### config.mk
export PLATFORM = sky130hd
export DESIGN_NAME = bpu_upd_queue
export DESIGN_NICKNAME = d
export VERILOG_FILES = /design/src/rtl/bpu_upd_queue.sv
export SDC_FILE = /design/constraint.sdc
export NUM_CORES = 1
export LEC_CHECK = 0
export ABC_AREA = 1
export BUFFER_PORTS_ARGS = -buffer_cell sky130_fd_sc_hd__buf_2
export CAP_MARGIN = 20
export CORE_ASPECT_RATIO = 0.9
export CORE_MARGIN = 4
export CORE_UTILIZATION = 35
export CTS_BUF_LIST = sky130_fd_sc_hd__clkbuf_8 sky130_fd_sc_hd__clkbuf_16
export CTS_CLUSTER_SIZE = 12
export DETAILED_ROUTE_END_ITERATION = 7
export HOLD_SLACK_MARGIN = 0.15
export PLACE_DENSITY_LB_ADDON = 0.3
export SLEW_MARGIN = 20
export SYNTH_ARGS = -nofsm -noshare
export SYNTH_HDL_FRONTEND = slang
export SYNTH_SLANG_ARGS = --single-unit
### constraint.sdc
create_clock -name clk -period 5.2 [get_ports clk]
set_clock_uncertainty 0.15 [all_clocks]
set_input_delay 0.26 -clock clk [delete_from_list [all_inputs] [get_ports clk]]
set_output_delay 0.26 -clock clk [all_outputs]
set_load 0.01 [all_outputs]
### src/rtl/bpu_upd_queue.sv
// ---------------------------------------------------------------------------
// bpu_upd_queue
//
// Buffers resolved taken branches from the backend and drains them into the
// BTB one entry per cycle. Not-taken branches are accepted and dropped. A
// taken branch whose PC matches the newest queued entry refreshes that entry
// in place, so the latest target/type wins and queue slots are not wasted.
//
// Parameters
//   DEPTH        number of entries (power of two, 2..16)
//
// Ports
//   clk          clock, rising edge
//   reset        synchronous, active-high reset
//   in_valid     resolved branch presented
//   in_ready     queue can accept in_* this cycle
//   in_pc        resolved branch PC [31:2]
//   in_target    resolved branch target [31:2]
//   in_br_type   branch type (BTB Br_type encoding)
//   in_taken     branch resolved taken
//   wr_hold      forbids a BTB write this cycle
//   btb_we       BTB write enable (pops the head at the edge)
//   btb_wpc      BTB write PC (head entry)
//   btb_bta      BTB write target (head entry)
//   btb_br_type  BTB write type (head entry)
//   count        current occupancy
// ---------------------------------------------------------------------------
module bpu_upd_queue #(
    parameter int DEPTH = 4
) (
    input  logic                     clk,
    input  logic                     reset,
    input  logic                     in_valid,
    output logic                     in_ready,
    input  logic [31:2]              in_pc,
    input  logic [31:2]              in_target,
    input  logic [1:0]               in_br_type,
    input  logic                     in_taken,
    input  logic                     wr_hold,
    output logic                     btb_we,
    output logic [31:2]              btb_wpc,
    output logic [31:2]              btb_bta,
    output logic [1:0]               btb_br_type,
    output logic [$clog2(DEPTH):0]   count
);

    localparam int PTR_W = $clog2(DEPTH);
    localparam int CNT_W = PTR_W + 1;
    localparam logic [CNT_W-1:0] FULL_CNT = CNT_W'(DEPTH);

    // Pointer and occupancy state
    logic [PTR_W-1:0] head_q, head_d;
    logic [PTR_W-1:0] tail_q, tail_d;
    logic [CNT_W-1:0] count_q, count_d;

    // Payload storage; contents are only meaningful below count, so no reset
    logic [31:2] pc_mem_q   [DEPTH];
    logic [31:2] tgt_mem_q  [DEPTH];
    logic [1:0]  type_mem_q [DEPTH];

    // Control decode
    logic             empty_s;
    logic             full_s;
    logic             pop_s;
    logic             accept_s;
    logic             taken_acc_s;
    logic             newest_match_s;
    logic             newest_leaving_s;
    logic             coalesce_s;
    logic             store_s;
    logic [PTR_W-1:0] newest_idx_s;

    // Decode push/pop/coalesce decisions from registered state and inputs
    always_comb begin
        empty_s      = (count_q == {CNT_W{1'b0}});
        full_s       = (count_q == FULL_CNT);
        newest_idx_s = tail_q - PTR_W'(1);

        // A write is never issued while reset is high; this also suppresses
        // the pop of a drain that is interrupted by reset.
        pop_s        = ~reset & ~empty_s & ~wr_hold;
        accept_s     = in_valid & in_ready;
        taken_acc_s  = ~reset & accept_s & in_taken;

        newest_match_s   = ~empty_s & (pc_mem_q[newest_idx_s] == in_pc);
        // With a single entry, the newest entry is also the head; if it is
        // being written to the BTB now, refreshing it would be lost.
        newest_leaving_s = pop_s & (count_q == CNT_W'(1));

        coalesce_s = taken_acc_s & newest_match_s & ~newest_leaving_s;
        store_s    = taken_acc_s & ~coalesce_s;
    end

    // Next-state for pointers and occupancy
    always_comb begin
        head_d  = head_q;
        tail_d  = tail_q;
        count_d = count_q;

        if (pop_s) begin
            head_d = head_q + PTR_W'(1);
        end else begin
            head_d = head_q;
        end

        if (store_s) begin
            tail_d = tail_q + PTR_W'(1);
        end else begin
            tail_d = tail_q;
        end

        case ({store_s, pop_s})
            2'b10:   count_d = count_q + CNT_W'(1);
            2'b01:   count_d = count_q - CNT_W'(1);
            default: count_d = count_q;
        endcase
    end

    // State register with synchronous reset
    always_ff @(posedge clk) begin
        if (reset) begin
            head_q  <= {PTR_W{1'b0}};
            tail_q  <= {PTR_W{1'b0}};
            count_q <= {CNT_W{1'b0}};
        end else begin
            head_q  <= head_d;
            tail_q  <= tail_d;
            count_q <= count_d;
        end
    end

    // Payload write: new entry at the tail, or in-place refresh of the newest
    always_ff @(posedge clk) begin
        if (store_s) begin
            pc_mem_q[tail_q]   <= in_pc;
            tgt_mem_q[tail_q]  <= in_target;
            type_mem_q[tail_q] <= in_br_type;
        end else if (coalesce_s) begin
            tgt_mem_q[newest_idx_s]  <= in_target;
            type_mem_q[newest_idx_s] <= in_br_type;
        end
    end

    // Outputs depend only on registered state (plus reset/wr_hold gating)
    always_comb begin
        in_ready    = reset | ~full_s;
        btb_we      = pop_s;
        btb_wpc     = pc_mem_q[head_q];
        btb_bta     = tgt_mem_q[head_q];
        btb_br_type = type_mem_q[head_q];
        count       = count_q;
    end

endmodule

==> results summary, run 1 <==
The flow ran to the end, and the final reports show no timing, DRC or antenna violations. The startpoint identified for the worst register-to-register timing path is tail_q[1]. The number of nets in the synthesized netlist is 1,242. The TritonCTS buffer count came out at 28.

After clock tree synthesis, the clock-pin slew on the worst setup and hold paths is 0.06 ns. In this run the tool buffered the top-level ports with 133 buffer cells. In this run the static leakage power is 5.66 nW. The mean routed wirelength per cell came out at 17.7 um. The total of flip-flops plus latches after synthesis is 257. The vertical extent of the die came out at 182 um.

The number of antenna violations at the first check in global routing was 0. The path with the worst hold slack has its endpoint at tgt_mem_q[2][17]. The deepest clock path buffer count is 3. The pin count of the biggest net entering global routing came out at 87. The clock latency at the later pin of the worst-skew pair is 0.56 ns. The final-report setup violation count came out at 0. After detailed routing, the number of remaining DRC violations is 0. The number of synthesis warnings came out at 0. The beginning of the worst hold path is in_target[19]. STA classifies the critical path startpoint as a flip-flop. The via count of the first global-routing pass was 8,742. The summed instance area of the synthesized netlist is 11,700 um^2. The post-layout net count is 1,431. The floorplan step defined a die boundary enclosing 36,500 um^2. The number of pins exceeding their max-slew limit in the final report came out at 0. The first detailed-routing pass ran for 5 iterations.

The endpoint of the most critical register-to-register path is type_mem_q[2][1]. The area growth from synthesis to final layout is 22.4%. The violation count after the first detailed-routing iteration came out at 785.

The clock period minus final worst setup slack is 4.07 ns. The aggregate routed wire length is 31.8 mm. The overall fraction of global-route tracks in use is 16.7%. Along the worst path, the maximum fanout reaches 32. The number of vias per cell after detailed routing came out at 5.09.

The data required time at the worst endpoint came out at 5.29 ns. The post-route antenna net violation count came out at 0. The worst pin sits at a relative slew slack of 41.4%. The path class of the tightest hold or removal check is input port to flip-flop.

The fraction of the cycle the final worst path needs came out at 78.3%. Averaged over all synthesized cells, the footprint is 10.1 um^2. The fmax is 246 MHz. The arrival time at the worst endpoint came out at 4.16 ns. TritonCTS built the clock tree.

The most numerous cell type found on the critical path is sky130_fd_sc_hd__nand2_1. At the end of routability-driven placement, the weighted congestion stood at 0.844. The total of max-cap violations is 0. The power density over cell area is 328 nW/um^2. The number of buffers added for setup after CTS is 0. The H-tree depth reported by CTS came out at 1. The post-layout utilization of the core is 43.5%. Sequential elements use 65.0% of the synthesized area. The number of distinct library cells after synthesis is 24. Walking the worst path, the cells encountered are inv_1, ha_1, inv_2, nand3_1, nand2_1, nand2_1, nand2_1, nand2_1, nor2_1, nand2_1, nor2_4, nand2_2, nand2_1, nand3_1, nor2_4, buf_4. The largest individual stage delay along the critical path comes from the cell sky130_fd_sc_hd__inv_2.

The number of gates resized after cts is 0. Setup repair after global routing left no endpoint under its margin. The cell count after synthesis came out at 1,166. The I/O pin total is 134. In the final timing run, aggregate negative setup slack is 0 ns.

The first-pass GRT wire length is 49.6 mm. The antenna diode count is 0. The cell at the root of the clock tree is sky130_fd_sc_hd__clkbuf_16. The number of cells on the worst hold path is 2.

The number of cells traversed by the worst register-to-register path came out at 16. The vias after detailed routing is 9,141. For this run, the number of standard cells in the final layout without fillers is 1,797. The largest incremental delay on the critical path came out at 0.54 ns.

Summed over all layers, the global routing overflow is 0. The critical path start-end classification is flip-flop to flip-flop. The worst setup path is captured at a flip-flop. Counting tap cells, the placed design contains a total of 1,681 instances. VDD sags by at most 241 uV. After legalization and detailed placement, the total HPWL measured 19.9 mm. The proportion of layout cells with a drive suffix above 1 came out at 15.6%.

The slack of the worst reg-to-reg path came out at 1.13 ns. The effective utilization at floorplan came out at 35.5%. The number of clock sinks seen by CTS came out at 257. The number of placement rows came out at 63. The width of the chip is 201 um.

The number of fillers in the final layout is 3,163. The transition time of the tightest slew-check pin is 0.879 ns. The floorplan step defined a core boundary enclosing 33,000 um^2. The number of hold violations in the final report came out at 0. The critical path launch point is tail_q[1].
## where the power goes
part | switching [mW] | internal [mW] | leakage [nW]
clock network | 0.796 | 1.07 | 0.473
logic | 0.343 | 0.186 | 2.88
registers | 0.0178 | 2.30 | 2.32
total | 1.16 | 3.55 | 5.66
## through the flow
stage	power [mW]	setup WS [ns]	hold slack (ns)	area [um^2]
6_report	4.71	1.13	0.308	14400
5_1_grt	4.91	0.784	0.286	14400
4_1_cts	4.76	1.12	0.273	14400
3_5_place_dp	2.85	1.13	0.321	12800
3_3_place_gp	2.84	1.25	0.305	12800
2_1_floorplan	2.66	1.15	0.191	11700
## synthesized netlist by cell type
library cell,instances,area share [%]
sky130_fd_sc_hd__o22ai_1,62,3.3
sky130_fd_sc_hd__nand3_1,98,4.2
sky130_fd_sc_hd__nor2_4,1,0.096
sky130_fd_sc_hd__clkbuf_1,40,1.3
sky130_fd_sc_hd__ha_1,9,0.96
sky130_fd_sc_hd__nand3b_1,11,0.70
sky130_fd_sc_hd__a31oi_1,1,0.053
sky130_fd_sc_hd__nand2_2,2,0.11
sky130_fd_sc_hd__nand3_2,3,0.26
sky130_fd_sc_hd__xor2_1,2,0.15
sky130_fd_sc_hd__nand2_1,280,9.0
sky130_fd_sc_hd__o21ai_0,130,5.5
sky130_fd_sc_hd__inv_1,58,1.9
sky130_fd_sc_hd__inv_2,5,0.16
sky130_fd_sc_hd__a21oi_1,5,0.21
sky130_fd_sc_hd__edfxtp_1,248,63
sky130_fd_sc_hd__nor2_1,175,5.6
sky130_fd_sc_hd__buf_6,7,0.67
sky130_fd_sc_hd__nor2_2,2,0.11
sky130_fd_sc_hd__dfxtp_1,9,1.5
sky130_fd_sc_hd__nand4_1,5,0.27
sky130_fd_sc_hd__buf_4,1,0.064
sky130_fd_sc_hd__o21ai_1,1,0.043
sky130_fd_sc_hd__buf_2,11,0.47
## final cells by class
| type | count | area (um^2) | share of cell area, % |
|---|---|---|---|
| Clock inverter | 19 | 131 | 0.915 |
| Clock buffer | 31 | 742 | 5.17 |
| Multi-Input combinational cell | 787 | 3620 | 25.2 |
| Inverter | 63 | 238 | 1.65 |
| Timing Repair Buffer | 218 | 1470 | 10.2 |
| Tap cell | 422 | 528 | 3.68 |
| Sequential cell | 257 | 7630 | 53.1 |
## routing by layer
layer / GRT usage, % / vias up / part of all wire, %
li1: - / 4423 / -
met1: 24.2 / 4381 / 46
met2: 27.2 / 304 / 46
met3: 2.55 / 33 / 5.8
met4: 3.30 / 0 / 1.3
met5: 0 / - / 0
## cell usage in the layout, fill, tap and decap left out
cell | netlist | layout
sky130_fd_sc_hd__nor2_2 | 2 | 6
sky130_fd_sc_hd__edfxtp_1 | 248 | 248
sky130_fd_sc_hd__dfxtp_1 | 9 | 6
sky130_fd_sc_hd__clkbuf_8 | 0 | 3
sky130_fd_sc_hd__inv_1 | 58 | 69
sky130_fd_sc_hd__clkbuf_16 | 0 | 28
sky130_fd_sc_hd__nand4_1 | 5 | 5
sky130_fd_sc_hd__o21ai_1 | 1 | 1
sky130_fd_sc_hd__clkinv_16 | 0 | 1
sky130_fd_sc_hd__buf_2 | 11 | 133
sky130_fd_sc_hd__nand3_2 | 3 | 3
sky130_fd_sc_hd__nand2_2 | 2 | 2
sky130_fd_sc_hd__dfxtp_4 | 0 | 1
sky130_fd_sc_hd__ha_1 | 9 | 9
sky130_fd_sc_hd__nor2_4 | 1 | 5
sky130_fd_sc_hd__clkinv_2 | 0 | 4
sky130_fd_sc_hd__nor2_1 | 175 | 167
sky130_fd_sc_hd__nand2_1 | 280 | 280
sky130_fd_sc_hd__xor2_1 | 2 | 2
sky130_fd_sc_hd__nand3b_1 | 11 | 11
sky130_fd_sc_hd__inv_2 | 5 | 6
sky130_fd_sc_hd__o21ai_0 | 130 | 130
sky130_fd_sc_hd__clkinvlp_4 | 0 | 1
sky130_fd_sc_hd__dfxtp_2 | 0 | 2
sky130_fd_sc_hd__o22ai_1 | 62 | 62
sky130_fd_sc_hd__buf_4 | 1 | 19
sky130_fd_sc_hd__a21oi_1 | 5 | 5
sky130_fd_sc_hd__bufinv_16 | 0 | 1
sky130_fd_sc_hd__a31oi_1 | 1 | 1
sky130_fd_sc_hd__nand3_1 | 98 | 98
sky130_fd_sc_hd__dlygate4sd3_1 | 0 | 66
## repair_timing
item | in CTS | in global routing
endpoints found under the setup margin | 0 | 0
hold buffers | 66 | 0
endpoints found under the hold margin | 257 | 0
## critical path, delay by kind of cell, from the launching register on
| kind | cells | cell delay, ns |
|---|---|---|
| buf+inv | 3 | 1.00 |
| simple gates | 12 | 1.82 |
| flops | 1 | 0.43 |
| fa+ha+maj | 1 | 0.31 |
## registers in the layout, summed over array words and instances, names as in the netlist, named ones only
name        flops
tail_q          2
pc_mem_q      120
head_q          2
type_mem_q      8
tgt_mem_q     120
count           3
## cell families after synthesis
kind of cell	count (synthesis)	share of synthesized area, %
and+or+nand+nor	577	20.3
adders and majority gates	9	0.959
DFF	257	65.0
buffers and inverters	122	4.50
AOI/OAI and AO/OA	199	9.16
xor gates and xnor gates	2	0.149
## worst max-delay path by stage
stage / endpoint / slack (ns) / depth (start not counted)
3_5_place_dp: tgt_mem_q[2][26] / 1.13 / 16
6_report: type_mem_q[2][1] / 1.13 / 16
5_1_grt: type_mem_q[2][1] / 0.78 / 16
2_1_floorplan: tgt_mem_q[0][0] / 1.15 / 17
4_1_cts: tgt_mem_q[2][26] / 1.12 / 16
3_3_place_gp: tgt_mem_q[2][29] / 1.25 / 16
(Power assumes the default switching activity.)
==> run 2: changes to the inputs <==
Clock period 5.2 ns to 3.9 ns, I/O delays scaled along.
==> run 2 against run 1 <==
  * First-iteration DRC count down 15%
  * Core utilization up 0.28 points
  * Critical path type unchanged
  * Setup slack worse by 0.80 ns
  * Highest routed layer unchanged
  * Non-clock buffer count up 6
  * Final area up 0.65%
  * Flip-flop and latch count unchanged
  * Critical path depth down 2
  * Fmax up 14%
==> results summary, run 2 (synthesis gave the netlist of run 1 again) <==
The violation count after the first detailed-routing iteration came out at 669. The finished cells cover 14,500 um^2. The worst setup timing slack at the placement stage came out at 0.362 ns.

The arrival time at the worst endpoint is 3.67 ns. The data required time at the worst endpoint came out at 3.99 ns. The last weighted congestion value of the routability-driven placer came out at 0.844. The final-report setup violation count is 0. The number of buffers added for setup after CTS came out at 0. Setup repair after global routing left no endpoint under its margin. For this design the ratio of total power to cell area is 434 nW/um^2. The effective utilization at floorplan is 35.5%.

The I/O pin total came out at 134. The number of iterations in the first detailed-routing pass is 5. The area growth from synthesis to final layout is 23.2%. The post-layout utilization of the core came out at 43.8%. Across every metal layer, demand over resource in global routing totals 16.8%. The clock period minus final worst setup slack is 3.58 ns. The slack of the worst reg-to-reg path came out at 0.32 ns. Summed over all nets, the half-perimeter wirelength after detailed placement is 20.1 mm. Using the TritonRoute via totals, the vias-per-cell ratio works out to 5.08.

The worst setup path is captured at a flip-flop. The post-layout net count is 1,437. The startpoint of the most critical register-to-register path is tail_q[1]. The flow ran to the end, and the final reports show no timing, DRC or antenna violations. The most common library cell in the layout ignoring fill and taps is sky130_fd_sc_hd__nand2_1. The final total negative setup slack is 0 ns. The root buffer cell chosen for the clock tree is sky130_fd_sc_hd__clkbuf_16. The slack of the critical path came out at 0.324 ns. The number of clock sinks seen by CTS is 257. The number of cells on the worst hold path is 2. Once detail routing completed, the nets flagged for antenna violations numbered 0. In the finished design, the share of the clock period the worst path needs comes to 91.7%. The area of placed instances came out at 12,900 um^2. The largest registers in the layout are pc_mem_q (120), tgt_mem_q (120), type_mem_q (8). The H-tree depth reported by CTS is 1. The proportion of layout cells with a drive suffix above 1 is 15.9%. After layout, the design draws a total of 6.27 mW. The mean routed wirelength per cell came out at 17.7 um.

The repair_antennas step left the layout with diodes totalling 0. The vias after detailed routing is 9,162. The die covers 36,500 um^2. The count of port buffers added during placement is 133. The sink of the worst hold path is tgt_mem_q[2][12]. The overall overflow remaining after global route came out at 0. The critical path in this run is classified as flip-flop to flip-flop. The startpoint identified for the worst hold timing path is in_target[14]. For the pin with the worst max-slew slack, the measured transition is 0.944 ns. The hold slack is 0.252 ns.

The static leakage power is 5.70 nW. Leaving out fill and tap cells, the most frequent cells in the layout are sky130_fd_sc_hd__nand2_1, sky130_fd_sc_hd__edfxtp_1, sky130_fd_sc_hd__nor2_1. The number of antenna violations at the first check in global routing was 0. The worst register-to-register path ends at tgt_mem_q[2][27]. The largest incremental delay on the critical path is 0.42 ns.

Counting stages on the worst path, the most repeated cell is sky130_fd_sc_hd__nand2_1. The die is 182 um tall. For this run, design rule violations remaining after detail routing come to 0. The aggregate routed wire length came out at 32.0 mm. After detailed placement, the design holds a cell count of 1,687. The clock latency at the later pin of the worst-skew pair came out at 0.55 ns. The buffer and inverter count on the worst path came out at 3. The TritonCTS buffer count is 28. The number of pins exceeding their max-slew limit in the final report is 0. The width of the chip came out at 201 um.

The number of placement rows came out at 63. The worst max-slew margin expressed relative to the limit came out at 37.0%. The deepest clock path buffer count came out at 3. The peak supply drop is 304 uV. The worst hold path belongs to the class input port to flip-flop. The area of the placeable core is 33,000 um^2. The total of max-cap violations came out at 0. The peak fanout along the critical path is 31.

The via count of the first global-routing pass came to 8,782. Entering global routing, the biggest net connects 85 pins. The type of element launching the critical path is a flip-flop. The clock tree from TritonCTS is built. The number of cells traversed by the worst register-to-register path came out at 14. In this design, the largest share of critical-path delay is due to simple AND/OR/NAND/NOR gates. The first-pass GRT wire length is 49.4 mm. The fmax came out at 280 MHz. The number of hold violations in the final report came out at 0.

The cell with the biggest individual delay on the critical path is sky130_fd_sc_hd__dfxtp_1. The clock slew at the register clock pins of the worst setup and hold paths is 0.06 ns. Leaving out filler cells and counting taps, the final layout contains 1,803.

Traced cell by cell, the critical path runs through inv_1, ha_1, buf_4, nand3_1, nand3_1, nand2_1, nor2_1, nand2_1, nor2_1, nand2_1, nor2_2, o21ai_0, nor2_4, buf_12.
run 2: metal layers:
| layer | wire length [um] | vias to the layer above | global-route usage, % |
|---|---|---|---|
| li1 | - | 4435 | - |
| met2 | 14600 | 267 | 27.4 |
| met3 | 1960 | 29 | 2.57 |
| met4 | 386 | 0 | 3.33 |
| met1 | 15000 | 4431 | 24.2 |
| met5 | 0 | - | 0 |
run 2: cell type report:
class                           instances  area [um^2]
Fill cell                            3115        18600
Clock buffer                           31          742
Clock inverter                         19          118
Sequential cell                       257         7630
Multi-Input combinational cell        787         3620
Tap cell                              422          528
Inverter                               63          238
Timing Repair Buffer                  224         1580
run 2: how the worst max path moves through the flow:
stage,startpoint,to,slack (ns),cells after the start
after detailed placement,tail_q[1],tgt_mem_q[2][24],0.36,14
final,tail_q[1],tgt_mem_q[2][27],0.32,14
after floorplan,tail_q[0],tgt_mem_q[0][0],-0.15,17
after global routing,tail_q[1],tgt_mem_q[2][22],0.13,16
after CTS,tail_q[1],tgt_mem_q[2][27],0.34,14
after global placement,tail_q[1],tgt_mem_q[2][25],0.38,14
run 2: worst reg2reg max path: stages, from the launching register on:
cell	delay, ns
sky130_fd_sc_hd__dfxtp_1	0.42
sky130_fd_sc_hd__inv_1	0.09
sky130_fd_sc_hd__ha_1	0.31
sky130_fd_sc_hd__buf_4	0.39
sky130_fd_sc_hd__nand3_1	0.17
sky130_fd_sc_hd__nand3_1	0.17
sky130_fd_sc_hd__nand2_1	0.10
sky130_fd_sc_hd__nor2_1	0.19
sky130_fd_sc_hd__nand2_1	0.07
sky130_fd_sc_hd__nor2_1	0.10
sky130_fd_sc_hd__nand2_1	0.08
sky130_fd_sc_hd__nor2_2	0.16
sky130_fd_sc_hd__o21ai_0	0.23
sky130_fd_sc_hd__nor2_4	0.38
sky130_fd_sc_hd__buf_12	0.24
run 2: timing repair:
| item | CTS | global route |
|---|---|---|
| gates resized for setup | 0 | 0 |
| hold endpoints to repair | 257 | 0 |
| hold buffers | 66 | 0 |
run 2: power by group:
part / internal [mW] / total [mW] / switching, mW
Sequential: 3.07 / 3.09 / 0.0243
Combinational: 0.258 / 0.721 / 0.463
Clock: 1.42 / 2.46 / 1.05
==> run 3: changes to the inputs <==
==> constraint.sdc (replaced) <==
create_clock -name clk -period 3.9 [get_ports clk]
set_clock_uncertainty 0.15 [all_clocks]
set_input_delay 1.17 -clock clk [delete_from_list [all_inputs] [get_ports clk]]
set_output_delay 1.17 -clock clk [all_outputs]
set_load 0.01 [all_outputs]
==> run 3 against run 2 <==
  * Flip-flop and latch count is the same
  * Global-route usage grew 0.13 points
  * Highest routed layer is now met5
  * Sequential share of layout area grew 2.3 points
  * Non-clock buffer count shrank 61
  * Largest cell class unchanged
==> results summary, run 3 (synthesis gave the netlist of run 1 again) <==
The run finished with clean final reports. In this run, post-CTS hold repair placed 0 buffers. Setup repair after global routing left no endpoint under its margin. For the worst-skew pair, the clock arrives at the later sink with an insertion delay of 0.54 ns. Clock-pin slew was measured on the worst setup and hold paths at 0.06 ns.

The library cell used most frequently in the layout, excluding fill and tap cells, is sky130_fd_sc_hd__nand2_1. Buffers inserted during clock tree synthesis total 28. The number of hold violations in the final report was 0. Data arrives at the worst endpoint at 2.36 ns.

Summing all non-filler instances in the final layout gives an area of 13,800 um^2. The routed layout has 8,836 vias. The startpoint identified for the worst register-to-register timing path is tail_q[1]. The detailed placement HPWL came out at 20.4 mm. The overall die area is 36,500 um^2.

Row generation in the floorplan step produced 63 rows. In this run, post-CTS repair resized a total of 0 instances. The overall fraction of global-route tracks in use is 17.0%.

In this run the power density over the cells is 444 nW/um^2. The static leakage power came out at 5.43 nW. The transition time of the tightest slew-check pin came out at 0.871 ns. The mean routed wirelength per cell came out at 18.4 um. The proportion of layout cells with a drive suffix above 1 came out at 17.1%. The first-pass GRT wire length came out at 49.6 mm.

The number of fillers in the final layout is 3,106. The number of buffers added for setup after CTS is 0. The fraction of the cycle the final worst path needs came out at 94.3%.

The worst max-slew margin expressed relative to the limit is 41.9%. The footprint of the flip-flops and latches came out at 7630 um^2. The violation count after the first detailed-routing iteration came out at 661.

In this run the deepest clock path goes through 3 buffers. The pin count of the biggest net entering global routing came out at 125. The peak fanout along the critical path is 31.

The number of antenna violations at the first check in global routing is 3. The net count of the finished layout is 1,376. The fmax is 272 MHz.

The startpoint identified for the worst hold timing path is head_q[0]. The aggregate routed wire length is 32.1 mm. The number of cells on the worst hold path came out at 1. The I/O pin total came out at 134.

The number of pins exceeding their max-slew limit in the final report came to 0. The number of vias per cell after detailed routing came out at 5.06. CTS built an H-tree with a depth of 1. The slack of the worst reg-to-reg path came out at 0.50 ns.

The count of unresolved DRC violations after routing is 0. The capturing element type of the critical path is an output port. The final total negative setup slack came out at 0 ns. The clock period minus final worst setup slack came out at 3.68 ns. Among cell families on the critical path, the largest total delay comes from buffers and inverters.

The total of max-cap violations is 0. For the worst flop-to-flop path, the logic depth is 16. The vertical extent of the die is 182 um. The count of port buffers added during placement came out at 133. After global routing the overflow that remains totals 0. The final-report setup violation count is 0. The area growth from synthesis to final layout is 18.0%.

In this run the critical register-to-register path is captured at tgt_mem_q[3][22]. The via count of the first global-routing pass is 8,664. The effective utilization at floorplan is 35.5%. The type of the most critical hold path is flip-flop to flip-flop.

The largest incremental delay on the critical path is 0.59 ns. Traced cell by cell, the critical path runs through inv_2, buf_4, o21ai_0, o22ai_1, buf_2. The cell with the biggest individual delay on the critical path is sky130_fd_sc_hd__dfxtp_2.

The post-route antenna net violation count came out at 0. STA classifies the critical path startpoint as a flip-flop. The data required time at the worst endpoint is 2.58 ns. The peak supply drop is 306 uV. The number of iterations in the first detailed-routing pass came out at 5. The multi-input combinational cells in the finished layout cover a total of 3620 um^2. The area of placed instances is 13,000 um^2.

The total area inside the core boundary comes to 33,000 um^2. The critical path start-end classification is flip-flop to output port. The largest registers in the layout are pc_mem_q (120), tgt_mem_q (120), type_mem_q (8).

The number of clock sinks seen by CTS is 257. In the layout the commonest cells are sky130_fd_sc_hd__nand2_1, sky130_fd_sc_hd__edfxtp_1, sky130_fd_sc_hd__nor2_1. The cell at the root of the clock tree is sky130_fd_sc_hd__clkbuf_16.

The clock tree from TritonCTS is built. At the end of routability-driven placement, the weighted congestion stood at 0.819. Together, buffers and inverters on the worst path number 3.

The floorplan step set the die width to 201 um.
run 3: cell types whose count changed in the layout (fill, tap and decap cells not counted):
cell | previous run | this run
sky130_fd_sc_hd__clkinv_2 | 3 | 6
sky130_fd_sc_hd__buf_12 | 5 | 8
sky130_fd_sc_hd__diode_2 | 0 | 3
sky130_fd_sc_hd__clkbuf_8 | 3 | 2
sky130_fd_sc_hd__clkinv_4 | 1 | 0
sky130_fd_sc_hd__bufinv_16 | 1 | 0
sky130_fd_sc_hd__buf_4 | 20 | 22
sky130_fd_sc_hd__clkinv_1 | 2 | 8
sky130_fd_sc_hd__inv_1 | 68 | 61
sky130_fd_sc_hd__clkinvlp_4 | 0 | 1
sky130_fd_sc_hd__dlygate4sd3_1 | 66 | 0
run 3: report_power, final:
| part | leakage [nW] | total (mW) | switching, mW | internal (mW) |
|---|---|---|---|---|
| sequential | 2.32 | 3.08 | 0.0160 | 3.07 |
| clock | 0.425 | 2.37 | 1.04 | 1.33 |
| combinational | 2.68 | 0.695 | 0.473 | 0.222 |
| total | 5.43 | 6.15 | 1.53 | 4.62 |
run 3: worst max path at each step:
stage,endpoint,slack [ns],cells past startpoint
2_1_floorplan,tgt_mem_q[3][0],-0.17,11
3_3_place_gp,tgt_mem_q[3][24],0.39,13
3_5_place_dp,tgt_mem_q[3][26],0.39,13
4_1_cts,btb_wpc[20],0.23,5
5_1_grt,btb_wpc[20],0.10,5
6_report,btb_wpc[20],0.22,5
run 3: cell type report:
class | instances | area share, %
multi-input combinational | 787 | 26.2
clock buffer | 30 | 5.26
antenna | 3 | 0.0542
timing repair buffer | 163 | 7.16
inverter | 63 | 1.72
sequential | 257 | 55.1
tap | 422 | 3.81
clock inverter | 20 | 0.705
run 3: metrics by stage:
stage / setup WS (ns) / total power, mW / hold WS [ns] / utilization, % / instances
global placement: 0.393 / 3.83 / 0.305 / 39.4 / 1692
floorplan: -0.171 / 3.54 / 0.294 / - / 1166
CTS: 0.227 / 6.21 / 0.329 / 41.9 / 1742
global route: 0.104 / 6.42 / 0.350 / 41.9 / 1744
detailed placement: 0.387 / 3.84 / 0.310 / 39.4 / 1692
finish: 0.223 / 6.15 / 0.328 / 41.9 / 1745
run 3: routing by layer:
layer  part of all wire (%)  GRT usage, %  up-vias
li1                       -             -     4328
met1                     47          24.5     4201
met2                     45          26.6      254
met3                    6.1          2.89       51
met4                    2.1          4.51        2
met5                  0.041             0        -
